**src/rtl/interval_timer.sv**
```systemverilog
// Up-counting interval timer with one-shot / periodic modes, retrigger and abort.
// Optional tick prescaler enabled by defining INTERVAL_TIMER_PRESCALE_EN.
module interval_timer #(
    parameter int WIDTH        = 16,
    parameter int PERIOD_CNT_W = 8,
    parameter int PRESCALE_W   = 8
) (
    input  logic                    clk_i,
    input  logic                    rst_n_i,
    input  logic                    start_i,
    input  logic                    stop_i,
    input  logic                    mode_i,
    input  logic [WIDTH-1:0]        limit_i,
`ifdef INTERVAL_TIMER_PRESCALE_EN
    input  logic [PRESCALE_W-1:0]   prescale_i,
`endif
    output logic                    busy_o,
    output logic                    done_o,
    output logic [WIDTH-1:0]        count_o,
    output logic [PERIOD_CNT_W-1:0] period_cnt_o
);

    typedef enum logic [0:0] {
        ST_IDLE = 1'b0,
        ST_RUN  = 1'b1
    } state_t;

    state_t                  state_r, state_s;
    logic [WIDTH-1:0]        limit_r, limit_s;
    logic                    mode_r, mode_s;
    logic [WIDTH-1:0]        count_r, count_s;
    logic [PERIOD_CNT_W-1:0] period_cnt_r, period_cnt_s;
    logic                    busy_r, busy_s;
    logic                    done_r, done_s;
    logic                    tick_s;
    logic                    start_s;

    // Completion counter sticks at all-ones instead of wrapping.
    function automatic logic [PERIOD_CNT_W-1:0] sat_inc(input logic [PERIOD_CNT_W-1:0] v);
        logic [PERIOD_CNT_W-1:0] r;
        if (v == {PERIOD_CNT_W{1'b1}}) begin
            r = v;
        end else begin
            r = v + {{(PERIOD_CNT_W-1){1'b0}}, 1'b1};
        end
        return r;
    endfunction

    // A start is honoured only when no abort arrives in the same cycle.
    always_comb begin
        start_s = start_i & ~stop_i;
    end

`ifdef INTERVAL_TIMER_PRESCALE_EN
    logic [PRESCALE_W-1:0] prescale_r;
    logic [PRESCALE_W-1:0] presc_r, presc_s;

    // Tick whenever the prescaler reaches the latched divider value.
    always_comb begin
        tick_s = (presc_r == prescale_r);
    end

    // Prescaler restarts on start, on every tick and outside RUN.
    always_comb begin
        presc_s = {PRESCALE_W{1'b0}};
        if ((state_r == ST_RUN) && !stop_i && !start_i && !tick_s) begin
            presc_s = presc_r + {{(PRESCALE_W-1){1'b0}}, 1'b1};
        end else begin
            presc_s = {PRESCALE_W{1'b0}};
        end
    end

    // Prescaler and latched divider registers.
    always_ff @(posedge clk_i or negedge rst_n_i) begin
        if (!rst_n_i) begin
            presc_r    <= {PRESCALE_W{1'b0}};
            prescale_r <= {PRESCALE_W{1'b0}};
        end else begin
            presc_r <= presc_s;
            if (start_s) begin
                prescale_r <= prescale_i;
            end
        end
    end
`else
    // Without the prescaler every RUN cycle is a tick.
    always_comb begin
        tick_s = 1'b1;
    end
`endif

    // FSM state register.
    always_ff @(posedge clk_i or negedge rst_n_i) begin
        if (!rst_n_i) begin
            state_r <= ST_IDLE;
        end else begin
            state_r <= state_s;
        end
    end

    // Next state and next datapath values; stop > start > terminal > advance.
    always_comb begin
        state_s      = state_r;
        limit_s      = limit_r;
        mode_s       = mode_r;
        count_s      = count_r;
        period_cnt_s = period_cnt_r;
        busy_s       = busy_r;
        done_s       = 1'b0;
        case (state_r)
            ST_IDLE: begin
                if (start_s) begin
                    state_s      = ST_RUN;
                    limit_s      = limit_i;
                    mode_s       = mode_i;
                    count_s      = {WIDTH{1'b0}};
                    period_cnt_s = {PERIOD_CNT_W{1'b0}};
                    busy_s       = 1'b1;
                end else begin
                    state_s = ST_IDLE;
                end
            end
            ST_RUN: begin
                if (stop_i) begin
                    state_s = ST_IDLE;
                    busy_s  = 1'b0;
                end else if (start_i) begin
                    // Retrigger suppresses a terminal tick landing on the same edge.
                    limit_s      = limit_i;
                    mode_s       = mode_i;
                    count_s      = {WIDTH{1'b0}};
                    period_cnt_s = {PERIOD_CNT_W{1'b0}};
                    busy_s       = 1'b1;
                end else if (tick_s) begin
                    if (count_r == limit_r) begin
                        done_s = 1'b1;
                        if (mode_r) begin
                            count_s      = {WIDTH{1'b0}};
                            period_cnt_s = sat_inc(period_cnt_r);
                        end else begin
                            state_s = ST_IDLE;
                            busy_s  = 1'b0;
                        end
                    end else begin
                        count_s = count_r + {{(WIDTH-1){1'b0}}, 1'b1};
                    end
                end else begin
                    count_s = count_r;
                end
            end
            default: begin
                state_s = ST_IDLE;
                busy_s  = 1'b0;
            end
        endcase
    end

    // Datapath and output registers.
    always_ff @(posedge clk_i or negedge rst_n_i) begin
        if (!rst_n_i) begin
            limit_r      <= {WIDTH{1'b0}};
            mode_r       <= 1'b0;
            count_r      <= {WIDTH{1'b0}};
            period_cnt_r <= {PERIOD_CNT_W{1'b0}};
            busy_r       <= 1'b0;
            done_r       <= 1'b0;
        end else begin
            limit_r      <= limit_s;
            mode_r       <= mode_s;
            count_r      <= count_s;
            period_cnt_r <= period_cnt_s;
            busy_r       <= busy_s;
            done_r       <= done_s;
        end
    end

    assign busy_o       = busy_r;
    assign done_o       = done_r;
    assign count_o      = count_r;
    assign period_cnt_o = period_cnt_r;

endmodule

```
**config.mk**
```make
export PLATFORM = sky130hd
export DESIGN_NAME = interval_timer
export DESIGN_NICKNAME = d
export VERILOG_FILES = /design/src/rtl/interval_timer.sv
export SDC_FILE = /design/constraint.sdc
export NUM_CORES = 1
export LEC_CHECK = 0
export ABC_AREA = 1
export CAP_MARGIN = 15
export CORE_ASPECT_RATIO = 1.75
export CORE_MARGIN = 2
export CORE_UTILIZATION = 30
export DETAILED_ROUTE_END_ITERATION = 16
export GPL_ROUTABILITY_DRIVEN = 0
export SLEW_MARGIN = 10
export SYNTH_ARGS = -nofsm -noshare
export SYNTH_HDL_FRONTEND = slang
export SYNTH_SLANG_ARGS = --single-unit
```
**constraint.sdc**
```tcl
create_clock -name clk_i -period 1.4 [get_ports clk_i]
set_input_delay 0.21 -clock clk_i [delete_from_list [all_inputs] [get_ports clk_i]]
set_output_delay 0.21 -clock clk_i [all_outputs]
set_load 0.1 [all_outputs]
```
* Yosys cells after proc, flatten, opt, wreduce, memory -nomap -nowiden
Cells that the tools add are included.
** Operators by class
- Reductions and logical operators :: 4
- Bitwise gates (word level) :: 3
- Equality and inequality tests :: 11
- Muxes and demuxes :: 37
- $add $sub $neg :: 2
** Operator list (count)
- 16-bit two-way mux :: 8
- 16-bit case mux with 2 select lines :: 2
- 8-bit two-way mux :: 6
- 1-bit two-way mux :: 17
- 16-bit by 1-bit adder with 16-bit output, second input constant :: 1
- 16-bit == test :: 1
- 8-bit case mux with 2 select lines :: 1
- 3-bit AND reduction :: 3
- 8-bit by 1-bit adder with 8-bit output, second input constant :: 1
- 8-bit == test, second input constant :: 1
- 4-bit inequality test, second input constant :: 2
- 2-bit inequality test, second input constant :: 3
- 3-bit by 2-bit inequality test with 1-bit output, second input constant :: 2
- 1-bit case mux with 2 select lines :: 3
- 5-bit AND reduction :: 1
- 4-bit by 3-bit inequality test with 1-bit output, second input constant :: 1
- 3-bit inequality test, second input constant :: 1
- 1-bit NOT :: 2
- 1-bit bitwise AND :: 1
** Storage, ports and cells
- Register bits :: 44
- Bits of input ports :: 21
- Output and inout port bits :: 26

* Longest topological paths before layout
Gate-level depths: netlist of run 1.
- Depth in word-level cells :: 7
- Depth in mapped cells :: 12
- Mapped depth without buffers :: 11

* Worst setup path before layout of run 1
No wires, ideal clock.
- Path type :: reg2reg
- From :: register period_cnt_r[0] (netlist: period_cnt_o[0])
- To :: register period_cnt_r[0] (netlist: period_cnt_o[0])
- Cell stages (with the launch flop) :: 10
- Clock period less this slack :: 2375 ps
- Setup slack :: -975 ps
- Arrival time :: 2255 ps
- Path buffers :: 0
- Path through :: dfrtp_1 > ha_1 > nand2_1 > nor2_1 > nand3_1 > nand3b_1 > nand4_4 > nand2_2 > nand2_1 > nand2_1
** Between the ends
- Word-level cells in the longest chain between the ends :: 7
- Elaborated cells between the ends (all ways) :: 10
** Ends and longest elaborated chain
- start, declared :: line 32 : logic [PERIOD_CNT_W-1:0] period_cnt_r, period_cnt_s;
- start signal, assigned :: line 164 : period_cnt_r <= {PERIOD_CNT_W{1'b0}};
- start signal, assigned :: line 171 : period_cnt_r <= period_cnt_s;
- 8-bit by 1-bit adder with 8-bit output :: line 44 : r = v + {{(PERIOD_CNT_W-1){1'b0}}, 1'b1};
- 8-bit two-way mux :: line 41 : if (v == {PERIOD_CNT_W{1'b1}}) begin
- 8-bit two-way mux :: line 137 : if (mode_r) begin
- 8-bit two-way mux :: line 135 : if (count_r == limit_r) begin
- 8-bit two-way mux :: line 127 : end else if (start_i) begin
- 8-bit two-way mux :: line 124 : if (stop_i) begin
- 8-bit case mux with 2 select lines :: line 110 : case (state_r)
Several ways; a longest one is shown, not always the timed one. The select of a mux whose other input is x is not followed.
A chain may end at the register's enable or synchronous reset.

* Worst setup path after layout of run 1
- From :: register count_r[5] (netlist: count_o[5])
- To :: register period_cnt_r[5] (netlist: period_cnt_o[5])
** Between the ends
- Word-level cells in the longest chain between the ends :: 3
** Ends and longest elaborated chain
- start, declared :: line 31 : logic [WIDTH-1:0] count_r, count_s;
- start signal, assigned :: line 163 : count_r <= {WIDTH{1'b0}};
- start signal, assigned :: line 170 : count_r <= count_s;
- 16-bit == test :: line 135
- 3-bit by 2-bit inequality test with 1-bit output (no source line)
- 5-bit AND reduction (no source line)
Every way passes these cells.

==> results of run 1 <==
-- state kept, by name (all words and copies together) (netlist names) --
signal / count
state_r: 1
limit_r: 16
mode_r: 1
done_o: 1
count_o: 16
busy_o: 1
period_cnt_o: 8
-- cell usage after synthesis --
| cell type | count | area share [%] |
|---|---|---|
| nor3b_1 | 2 | 0.55 |
| nand4_4 | 1 | 0.77 |
| nand4_1 | 15 | 3.4 |
| nor2_2 | 3 | 0.68 |
| nand3_4 | 1 | 0.64 |
| buf_2 | 2 | 0.36 |
| inv_1 | 41 | 5.6 |
| nand2_2 | 5 | 1.1 |
| o21ai_0 | 13 | 2.4 |
| and3_1 | 1 | 0.23 |
| nor3_1 | 5 | 0.91 |
| ha_1 | 2 | 0.91 |
| dfrtp_1 | 44 | 40 |
| nor2_4 | 2 | 0.82 |
| nand2_1 | 141 | 19 |
| buf_4 | 1 | 0.27 |
| nand3b_1 | 1 | 0.27 |
| xor2_1 | 11 | 3.5 |
| clkbuf_1 | 5 | 0.68 |
| o21ai_1 | 2 | 0.36 |
| inv_2 | 5 | 0.68 |
| buf_12 | 1 | 0.73 |
| nand3_1 | 20 | 3.6 |
| a21oi_1 | 2 | 0.36 |
| nor2_1 | 52 | 7.1 |
| xnor2_1 | 1 | 0.32 |
| buf_8 | 1 | 0.55 |
| o21ai_2 | 10 | 3.2 |
| nand2_8 | 1 | 0.73 |
-- final timing paths --
check                                            start                           to  slack, ns
worst min register to register  limit_r[1]$_DFFE_PN0P_       limit_r[1]$_DFFE_PN0P_       0.50
worst max register to register  count_o[5]$_DFFE_PN0P_  period_cnt_o[5]$_DFFE_PN0P_      -0.26
worst max-delay path            count_o[5]$_DFFE_PN0P_  period_cnt_o[5]$_DFFE_PN0P_      -0.26
max in group asynchronous                      rst_n_i       count_o[2]$_DFFE_PN0P_       0.71
min in group clk_i                          limit_i[3]       limit_r[3]$_DFFE_PN0P_       0.46
worst min-delay path                           rst_n_i  period_cnt_o[7]$_DFFE_PN0P_       0.42
-- routing by layer --
layer | routed length, µm | up-vias
li1 | - | 1515
met1 | 3240 | 1466
met2 | 5120 | 59
met3 | 239 | 16
met4 | 255 | 0
met5 | 0 | -
-- per-stage QoR --
step	total power [µW]	setup TNS (ns)	worst slack [ns]
CTS	4130	-5.33	-0.235
floorplan	2090	-9.62	-0.400
finish	4210	-5.24	-0.256
global placement	2620	-8.03	-0.345
detailed placement	2650	-8.76	-0.387
global route	4390	-7.32	-0.333
-- critical path: cells and delay by family (launching register included) --
kind | cells | cell delay (ns)
buf+inv | 1 | 0.13
flops | 1 | 0.49
simple gates | 9 | 0.96
-- layout by cell type, fill, tap and decap left out, drive strengths merged, types with 2 or more instances in the layout --
cell	synthesis	layout
nand2	147	147
buf	5	124
nor2	57	57
inv	46	46
dfrtp	44	44
o21ai	25	25
nand3	21	21
clkdlybuf4s50	0	19
nand4	16	17
xor2	11	11
clkbuf	5	7
nor3	5	5
a21oi	2	2
nor3b	2	2
ha	2	2
-- cell type report --
class	instances	area [µm²]	area share [%]
clock inverters	2	35.0	0.697
multi-input cells	292	1730	34.3
flip-flops and latches	44	1170	23.2
inverters	46	178	3.54
repair buffers	145	1640	32.7
well taps	120	150	2.99
clock buffers	6	129	2.56
-- timing repair --
action	CTS	global route
endpoints found under the hold margin	44	0
cloned	2	1
pin swaps	14	27
setup endpoints to repair	27	28
hold buffers	1	0
gates resized for setup	39	59
setup buffers	10	8
-- cells by family (layout without fill, tap and decap cells) --
group                    after synthesis  after routing  share of synthesized area [%]
XOR/XNOR                              12             12                           3.82
buffers and inverters                 56            199                           8.87
adder cells (fa/ha/maj)                2              2                          0.909
AO/OA/AOI/OAI                         27             27                           6.28
AND/OR/NAND/NOR                      250            251                           40.1
flip-flops                            44             44                           40.0
-- power by group through the flow --
stage	combinational, µW	clock, µW	sequential (µW)
4_1_cts	1300	1380	1450
5_1_grt	1490	1420	1470
3_5_place_dp	1170	0	1480
6_report	1390	1360	1460
3_3_place_gp	1150	0	1480
2_1_floorplan	382	0	1710
==> qor.csv, run 1 <==
metric;value;unit
status;finished with violations;
netlist-cell-type-count;29;
max_freq;0.604;GHz
grt.met2_usage;35.5;%
start_util;30.6;%
grt_overflow;0;
rows;46;
critPathRequiredTime;1.63;ns
dieArea;9980;µm²
p_sw_share;32.9;%
worst_slew_pin_slew;0.285;ns
wire_per_inst;13.5;µm
max_stage_delay;0.49;ns
syn_inst;391;
finalWorstSetupSlack;-0.256;ns
area_growth;82.6;%
portBuffers;46;
criticalPathCategory;register to register;
hp-class;primary input to async pin;
slew_viol_final;0;
final_core_util;56.0;%
drive_gt1_share;47.5;%
synth_nets;414;
die_x;76.4;µm
die_h;131;µm
drtPass1Iterations;4;
drt_iter0_drc;148;
hold_viol;0;
path_max_fanout;8;
met1_usage;17.8;%
core;8980;µm²
synth_warnings;0;
cts_tree;yes;
grt_pass1_wl;14100;µm
comb_power_share;33.0;%
cts-root-buf;clkbuf_16;
setup_violations;29;
gr-usage-all-layers;17.9;%
period_needed;1.66;ns
ios;47;
period_share;118;%
antenna_found_initial;0;
cellPowerDensity;837;nW/µm²
cts_buffers;5;
drcViolationCount;0;
viasPerCell;4.67;
cp.arrival;1.89;ns
start_kind;register;
clk_latency;0.30;ns
grt_max_degree;45;
worstSetupEndpointType;register;
rsz0062_at_grt;true;
timing.hold.ws;0.425;ns
r2r_cells;10;
totalWireLength;8850;µm
antenna_cells;0;
placedInstanceArea;4310;µm²
switchingPower;1380;µW
max_cap_violations;0;
hpwl;6180;µm
cts_buffer_depth;2;
slew_headroom;80.9;%
p_leak;0.00233;µW
grt_pass1_vias;3089;
htreeDepth;2;
ys_seq_area_share;40.0;%
final_cells;655;
placed_cells;625;
synth_area;2750;µm²
cts_sinks;44;
nFillCells;812;
use_met3;2.68;%
crit_chain;nor2_2 > nor2_2 > nor2_4 > nand2_2 > nor2_4 > buf_6 > nand4_4 > nand2_4 > nand2_1 > nand2_1;
stdcell_area;5020;µm²
seq_power_share;34.6;%
ys_ff_latch;44;
slowest_stage;dfrtp_4;
postRouteAntennaNets;0;
final_nets;557;
path_clk_slew;0.07;ns
syn_avg_cell_area;7.04;µm²
busiest_layer;met2;
finalClockSkew;0.00844;ns
p_int;2820;µW
power_frac_clock;32.4;%
via_count;3056;
violations;setup timing;
ir_drop;0.645;mV
Note: power is estimated with default switching activity, not from simulation.
==> run 2, diff against run 1 <==
CORE_ASPECT_RATIO = 0.7   (was 1.75)
SKIP_CTS_REPAIR_TIMING = 1   (was default)
==> run 2 against run 1 <==
The flow still finishes with violations (setup timing). Cell count unchanged. Cell area decreased by 6.3%. Total power decreased by 6.4%. First-iteration DRC count increased by 45%. Die area decreased by 0.17%. Count of clock-buffer cells in the layout increased by 1.
==> qor.csv, run 2 (synthesis gave the netlist of run 1 again) <==
metric;value;unit
slowest_stage;dfrtp_4;
p_int;2620;µW
seq_power_share;37.3;%
antenna_found_initial;0;
cts_buffers;5;
max_cap_violations;0;
rows;29;
stdcell_area;4710;µm²
drcViolationCount;0;
final_nets;553;
nFillCells;856;
drive_gt1_share;40.9;%
finalClockSkew;0.00592;ns
max_stage_delay;0.50;ns
switchingPower;1320;µW
path_max_fanout;8;
cellPowerDensity;836;nW/µm²
htreeDepth;2;
grt_overflow;0;
start_util;30.6;%
comb_power_share;31.3;%
wire_per_inst;13.0;µm
regArea;1170;µm²
grt_pass1_wl;13600;µm
grt_max_degree;45;
slew_headroom;71.2;%
final_core_util;52.3;%
antenna_cells;0;
criticalPathCategory;register to register;
worstSetupEndpointType;register;
status;finished with violations;
max_freq;0.583;GHz
ios;47;
totalWireLength;8540;µm
placedInstanceArea;4390;µm²
rrSetupSlack;-0.32;ns
portBuffers;46;
area_growth;71.1;%
period_needed;1.72;ns
die_h;84.1;µm
cts_sinks;44;
rsz0062_at_grt;true;
postRouteAntennaNets;0;
r2r-end;count_o[15]$_DFFE_PN0P_;
r2r_cells;10;
critPathRequiredTime;1.63;ns
viasPerCell;4.54;
grt_pass1_vias;2827;
p_total;3940;µW
cts-root-buf;clkbuf_16;
cts_tree;yes;
violations;setup timing;
slew_viol_final;0;
ir_drop;0.494;mV
setup_tns;-7.24;ns
hpwl;6230;µm
die_x;118;µm
r2r-start;count_o[5]$_DFFE_PN0P_;
via_count;2973;
setup_violations;27;
final_cell_mix;nand2_1 (122), buf_4 (88), nor2_1 (42);
period_share;123;%
path_clk_slew;0.07;ns
cts_buffer_depth;2;
multi_input_area;1570;µm²
layout_commonest_cell;nand2_1;
dieArea;9970;µm²
finalWorstSetupSlack;-0.317;ns
drt_iter0_drc;214;
drtPass1Iterations;5;
p_sw_share;33.4;%
p_leak;0.00220;µW
pre_cts_ws;-0.355;ns
start_kind;register;
hp-class;primary input to async pin;
cp.arrival;1.94;ns
worst_slew_pin_slew;0.431;ns
clk_latency;0.29;ns
crit_chain;nor2_4 > nor2_1 > nor2_2 > nand2_2 > nor2_4 > nand3_4 > nand2_8 > buf_4 > nand2_1 > nand2_1;
hold_viol;0;
power_frac_clock;31.4;%
core;9000;µm²
gr-usage-all-layers;17.0;%
[run 2: cell types whose count changed in the layout (fill, tap and decap cells not counted), sizes merged]
cell      change
clkinvlp      +1
bufinv        -1
clkinv        -1
buf           -3
[run 2: cell type report]
type	instances	area share [%]
Multi-Input combinational cell	292	33.2
Timing Repair Buffer	141	31.8
Sequential cell	44	24.8
Inverter	46	3.67
Tap cell	124	3.30
Clock buffer	7	3.03
Clock inverter	1	0.159
[run 2: critical path: cells and delay by family (launching register included)]
kind	cells	cell delay [ns]
flops	1	0.50
simple gates	9	0.98
buf+inv	1	0.16
[run 2: worst max-delay path by stage]
stage                                       start                     endpoint  slack (ns)  cells after the start
final                      count_o[5]$_DFFE_PN0P_      count_o[15]$_DFFE_PN0P_       -0.32                     10
after global routing       count_o[5]$_DFFE_PN0P_      count_o[15]$_DFFE_PN0P_       -0.41                     10
after CTS                 count_o[15]$_DFFE_PN0P_  period_cnt_o[5]$_DFFE_PN0P_       -0.38                     10
after detailed placement  count_o[15]$_DFFE_PN0P_  period_cnt_o[5]$_DFFE_PN0P_       -0.35                     10
after global placement    count_o[15]$_DFFE_PN0P_  period_cnt_o[2]$_DFFE_PN0P_       -0.34                     10
after floorplan            count_o[2]$_DFFE_PN0P_       count_o[7]$_DFFE_PN0P_       -0.40                     11
[run 2: power by group through the flow]
stage	clock [µW]	combinational [µW]	sequential (µW)
after detailed placement	0	1160	1490
after global placement	0	1150	1490
after floorplan	0	382	1710
final	1240	1230	1470
after CTS	1250	1170	1460
after global routing	1320	1330	1480
[run 2: metrics by stage]
step	std cells	hold WS (ns)
after global placement	639	0.210
after CTS	647	-0.0877
after global routing	655	0.473
after floorplan	391	-0.0856
after detailed placement	639	0.216
final	655	0.425
[run 2: routing by layer]
metal  part of all wire, %  up-vias  global-route usage [%]
met5                     0        -                       0
met4                  0.84        0                    4.00
met3                   5.4        7                    2.94
met2                    44       71                    25.2
met1                    50     1393                    25.6
li1                      -     1502                       -
==> edit 1 (flow settings as in run 2) <==
The output `done_o` loses its register stage (`done_r` becomes a continuous assignment).
--- a/src/rtl/interval_timer.sv
+++ b/src/rtl/interval_timer.sv
@@ -163,16 +163,16 @@
             count_r      <= {WIDTH{1'b0}};
             period_cnt_r <= {PERIOD_CNT_W{1'b0}};
             busy_r       <= 1'b0;
-            done_r       <= 1'b0;
         end else begin
             limit_r      <= limit_s;
             mode_r       <= mode_s;
             count_r      <= count_s;
             period_cnt_r <= period_cnt_s;
             busy_r       <= busy_s;
-            done_r       <= done_s;
         end
     end
+
+    assign done_r = done_s;
 
     assign busy_o       = busy_r;
     assign done_o       = done_r;
Function: changed (a bounded check fails within 4 cycles, from zero or initial values and one cycle with rst_n_i low).
==> edit 1 against run 2 <==
The run still ends with setup timing left; critical path depth fell by 2; sequential cell count fell by 1; power rose by 3.4%; design area rose by 0.90%; critical endpoint is now done_o; synthesized area fell by 0.91%; wire length rose by 1.5%; clock skew rose by 4.4 ps; worst setup slack got worse by 260 ps.
==> edit 1: results (changes against run 2) <==
- Outcome: finished with violations (unchanged)
- Failing checks: setup timing (unchanged)
- Sequential cell area fraction in the yosys report: 39.47% (was 40.02%)
- Worst slack, placed: -369.3 ps (was -354.8 ps)
- Synth top cells by count: nand2_1 (141), nor2_1 (52), dfrtp_1 (43) (was nand2_1 (141), nor2_1 (52), dfrtp_1 (44))
- Comb pwr share: 31.2% (was 31.3%)
- Worst-path fanout max: 3 (was 8)
- Synth area leaders: dfrtp_1 (39%), nand2_1 (19%), nor2_1 (7.2%) (was dfrtp_1 (40%), nand2_1 (19%), nor2_1 (7.1%))
- Critical path's largest stage delay: 480 ps (was 500 ps)
- Nets: 550 (was 553)
- Total GRT Usage: 16.86% (was 16.99%)
- Switching power: 1.346 mW (was 1.315 mW)
- DRT iter0 DRCs: 240 (was 214)
- WL/cell: 13.28 um (was 13.03 um)
- Worst setup path end: done_o (was count_o[15])
- Share of layout cells above drive strength 1: 41.29% (was 40.87%)
- Final hold slack: 403.6 ps (was 424.9 ps)
- Vias in the first global route: 2848 (was 2827)
- TNS Setup: -9244 ps (was -7243 ps)
- Pwr per Cell Area: 857.4 nW/um^2 (was 836.5 nW/um^2)
- EDFF count, synth: 0 (unchanged)
- Final WS setup: -574.2 ps (was -316.6 ps)
- Max VDD drop: 0.0005306 V (was 0.0004936 V)
- Dpl hpwl: 6198 um (was 6232 um)
- Reg-to-reg startpoint: count_o[6] (was count_o[5])
- Net count after synthesis: 413 (was 414)
- Reg2reg end: period_cnt_o[3] (was count_o[15])
- Fin. max-slew vios: 0 (unchanged)
- Placed cell count: 632 (was 639)
- Mux cell area share after synthesis: 0% (unchanged)
- Clk_skew: 10.35 ps (was 5.921 ps)
- R2R Setup Slk: -380 ps (was -320 ps)
- Reg power frac: 35.2% (was 37.3%)
- Layout filler cell count: 808 (was 856)
- Pre-antenna DRT Iters: 4 (was 5)
- Setup Viol. Count Final: 27 (unchanged)
- Pleak: 2.204 nW (was 2.195 nW)
- CTS H-tree lvls: 2 (unchanged)
- Worst path arrival time: 1760 ps (was 1940 ps)
- First-pass GRT wire length: 13410 um (was 13640 um)
- Post-Synth Adder-Cell Area: 0.9179% (was 0.9095%)
- Largest net degree at the start of global routing: 44 (was 45)
- CP max-delay cell: dfrtp_4 (unchanged)
- Xor-xnor portion of the synthesized cell area: 3.855% (was 3.820%)
- Cell area after placement: 4290 sq um (was 4389 sq um)
- Clk slew on worst S/H paths: 70 ps (about the same)
- Non-filler instance count after layout: 652 (was 655)
- Mapped Cells: 390 (was 391)
- Relative slew slack: 69.67% (was 71.17%)
- Synth Area in Compound Gates: 6.333% (was 6.276%)
- Worst reg2reg path depth: 11 (was 10)
- DR vias/cell: 4.606 (was 4.539)
- Initial antenna violation count: 0 (unchanged)
==> edit 1: changes by cell type after synthesis, sizes merged <==
cell	run 2	this run
dfrtp	44	43
==> edit 1: metal layers <==
metal  vias up  wire [um]  GRT usage (%)
li1       1499          -              -
met1      1408       4026          24.58
met2        85       3866          25.58
met3        11        652          3.005
met4         0        114          4.710
met5         -          0              0
==> edit 1: worst reg2reg max path, stage by stage, from the launching register on <==
cell	delay (ps)
dfrtp_4	490
nand2_1	70
nand2_1	50
nor2_2	180
buf_4	150
nand2_4	50
nor2_4	140
buf_6	130
nand4_4	130
nand2_4	190
nand2_2	70
nand2_2	70
==> edit 1: final cells by class <==
cell class	instances	area [sq um]	area share, %
Multi-Input combinational cell	295	1659	34.92
Timing Repair Buffer	136	1439	30.29
Sequential cell	43	1147	24.15
Inverter	46	178.9	3.766
Tap cell	124	155.1	3.266
Clock buffer	5	125.1	2.634
Clock inverter	3	46.29	0.9745
==> edit 2 (config.mk and constraints of run 2) <==
Without the edit above. Add a define of `INTERVAL_TIMER_PRESCALE_EN`.
--- a/src/rtl/interval_timer.sv
+++ b/src/rtl/interval_timer.sv
@@ -1,5 +1,7 @@
 // Up-counting interval timer with one-shot / periodic modes, retrigger and abort.
 // Optional tick prescaler enabled by defining INTERVAL_TIMER_PRESCALE_EN.
+`define INTERVAL_TIMER_PRESCALE_EN
+
 module interval_timer #(
     parameter int WIDTH        = 16,
     parameter int PERIOD_CNT_W = 8,
Interface: changed (added prescale_i); port bits go from 47 to 55. No check against the original RTL was run, so the function may have changed too.
==> edit 2 against run 2 <==
The flow still finishes with violations (setup timing); core utilization rose by 0.19 points; hold slack got worse by 230 ps; global-route usage fell by 1.2 points; synthesized cell count rose by 18%; power rose by 34%; combinational power fell by 27%; worst setup slack improved by 54 ps; via count rose by 13%; design area rose by 24%; sequential share of layout area rose by 2.2 points; synthesized area rose by 25%; wire length rose by 12%; sequential cell count rose by 16; critical path type unchanged; critical endpoint is now period_cnt_o[3]; fmax rose by 3.3%.
==> edit 2: results (changes against run 2) <==
- First-pass GRT wire length: 15230 um (was 13640 um)
- Vias in the first global route: 3231 (was 2827)
- Pre-antenna DRT Iters: 4 (was 5)
- TNS Setup: -6002 ps (was -7243 ps)
- Multi-input logic cell count: 337 (was 292)
- WL/cell: 12.40 um (was 13.03 um)
- Setup Viol. Count Final: 28 (was 27)
- Internal Power: 3.898 mW (was 2.623 mW)
- Synth area leaders: dfrtp_1 (44%), nand2_1 (16%), nor2_1 (7.9%) (was dfrtp_1 (40%), nand2_1 (19%), nor2_1 (7.1%))
- Layout filler cell count: 1014 (was 856)
- Clk_skew: 8.351 ps (was 5.921 ps)
- Post-Synth Adder-Cell Area: 1.091% (was 0.9095%)
- Worst path arrival time: 1900 ps (was 1940 ps)
- Total GRT Usage: 15.82% (was 16.99%)
- Cell variety after synth: 30 (was 29)
- Xor-xnor portion of the synthesized cell area: 6.584% (was 3.820%)
- Port Buf Inserts: 54 (was 46)
- Net count after synthesis: 493 (was 414)
- Final Power: 5.294 mW (was 3.938 mW)
- Reg power frac: 36.8% (was 37.3%)
- GR met2 Demand/Resource: 25.39% (was 25.22%)
- Largest net degree at the start of global routing: 61 (was 45)
- Worst Max-Slew Pin Slew: 359.8 ps (was 430.8 ps)
- Share of layout cells above drive strength 1: 39.38% (was 40.87%)
- Non-clock buffers, area share: 26.70% (was 31.81%)
- #FFs+latches synth: 60 (was 44)
- Non-clock inverter count: 57 (was 46)
- DR vias/cell: 4.349 (was 4.539)
- DRT iter0 DRCs: 120 (was 214)
- Seq/total area: 27.02% (was 24.79%)
- Mapped Area: 3440 sq um (was 2751 sq um)
- Cell area after placement: 5157 sq um (was 4389 sq um)
- Number of non-clock buffers: 147 (was 141)
- Clkbuf count: 11 (was 7)
- Failing checks: setup timing (unchanged)
- Placed cell count: 745 (was 639)
- Clock latency on the worst-skew pair: 340 ps (was 290 ps)
- Dpl hpwl: 6754 um (was 6232 um)
- Mux cell area share after synthesis: 2.947% (was 0%)
- Worst slack, placed: -468.1 ps (was -354.8 ps)
- Synth top cells by count: nand2_1 (145), nor2_1 (72), dfrtp_1 (60) (was nand2_1 (141), nor2_1 (52), dfrtp_1 (44))
- Sequential cell area fraction in the yosys report: 43.65% (was 40.02%)
- Nets: 644 (was 553)
- Outcome: finished with violations (unchanged)
- Hold Crit Class: in -> reg (was in -> async)
- Mapped Cells: 461 (was 391)
- Clock Power Share: 46.2% (was 31.4%)
- Non-filler instance count after layout: 770 (was 655)
- Inserted Clock Buffers: 9 (was 5)
- Final WS setup: -262.5 ps (was -316.6 ps)
[edit 2: path summary, 6_finish.rpt]
kind	slack, ps	to	start	cells past startpoint
max	-260	period_cnt_o[3]	prescale_r[2]	9
min	190	done_o	stop_i	2
max reg2reg	-260	period_cnt_o[3]	prescale_r[2]	9
min reg2reg	540	prescale_r[0]	prescale_r[0]	1
max in group asynchronous	680	count_o[4]	rst_n_i	3
min in group asynchronous	430	limit_r[14]	rst_n_i	3
[edit 2: layer usage]
layer	wire length, um	share of wire, %
met3	436	4.6
met1	4481	47
met4	136	1.4
met2	4496	47
met5	0	0
[edit 2: critical path, cell delays in order, from the launching register on]
cell and delay [ps]:
dfrtp_1 420, xnor2_2 180, nand2_1 100, nor2_2 140
nand2_2 120, a21oi_4 190, buf_4 140, nand3_4 120
nand2_1 100, nand2_1 40
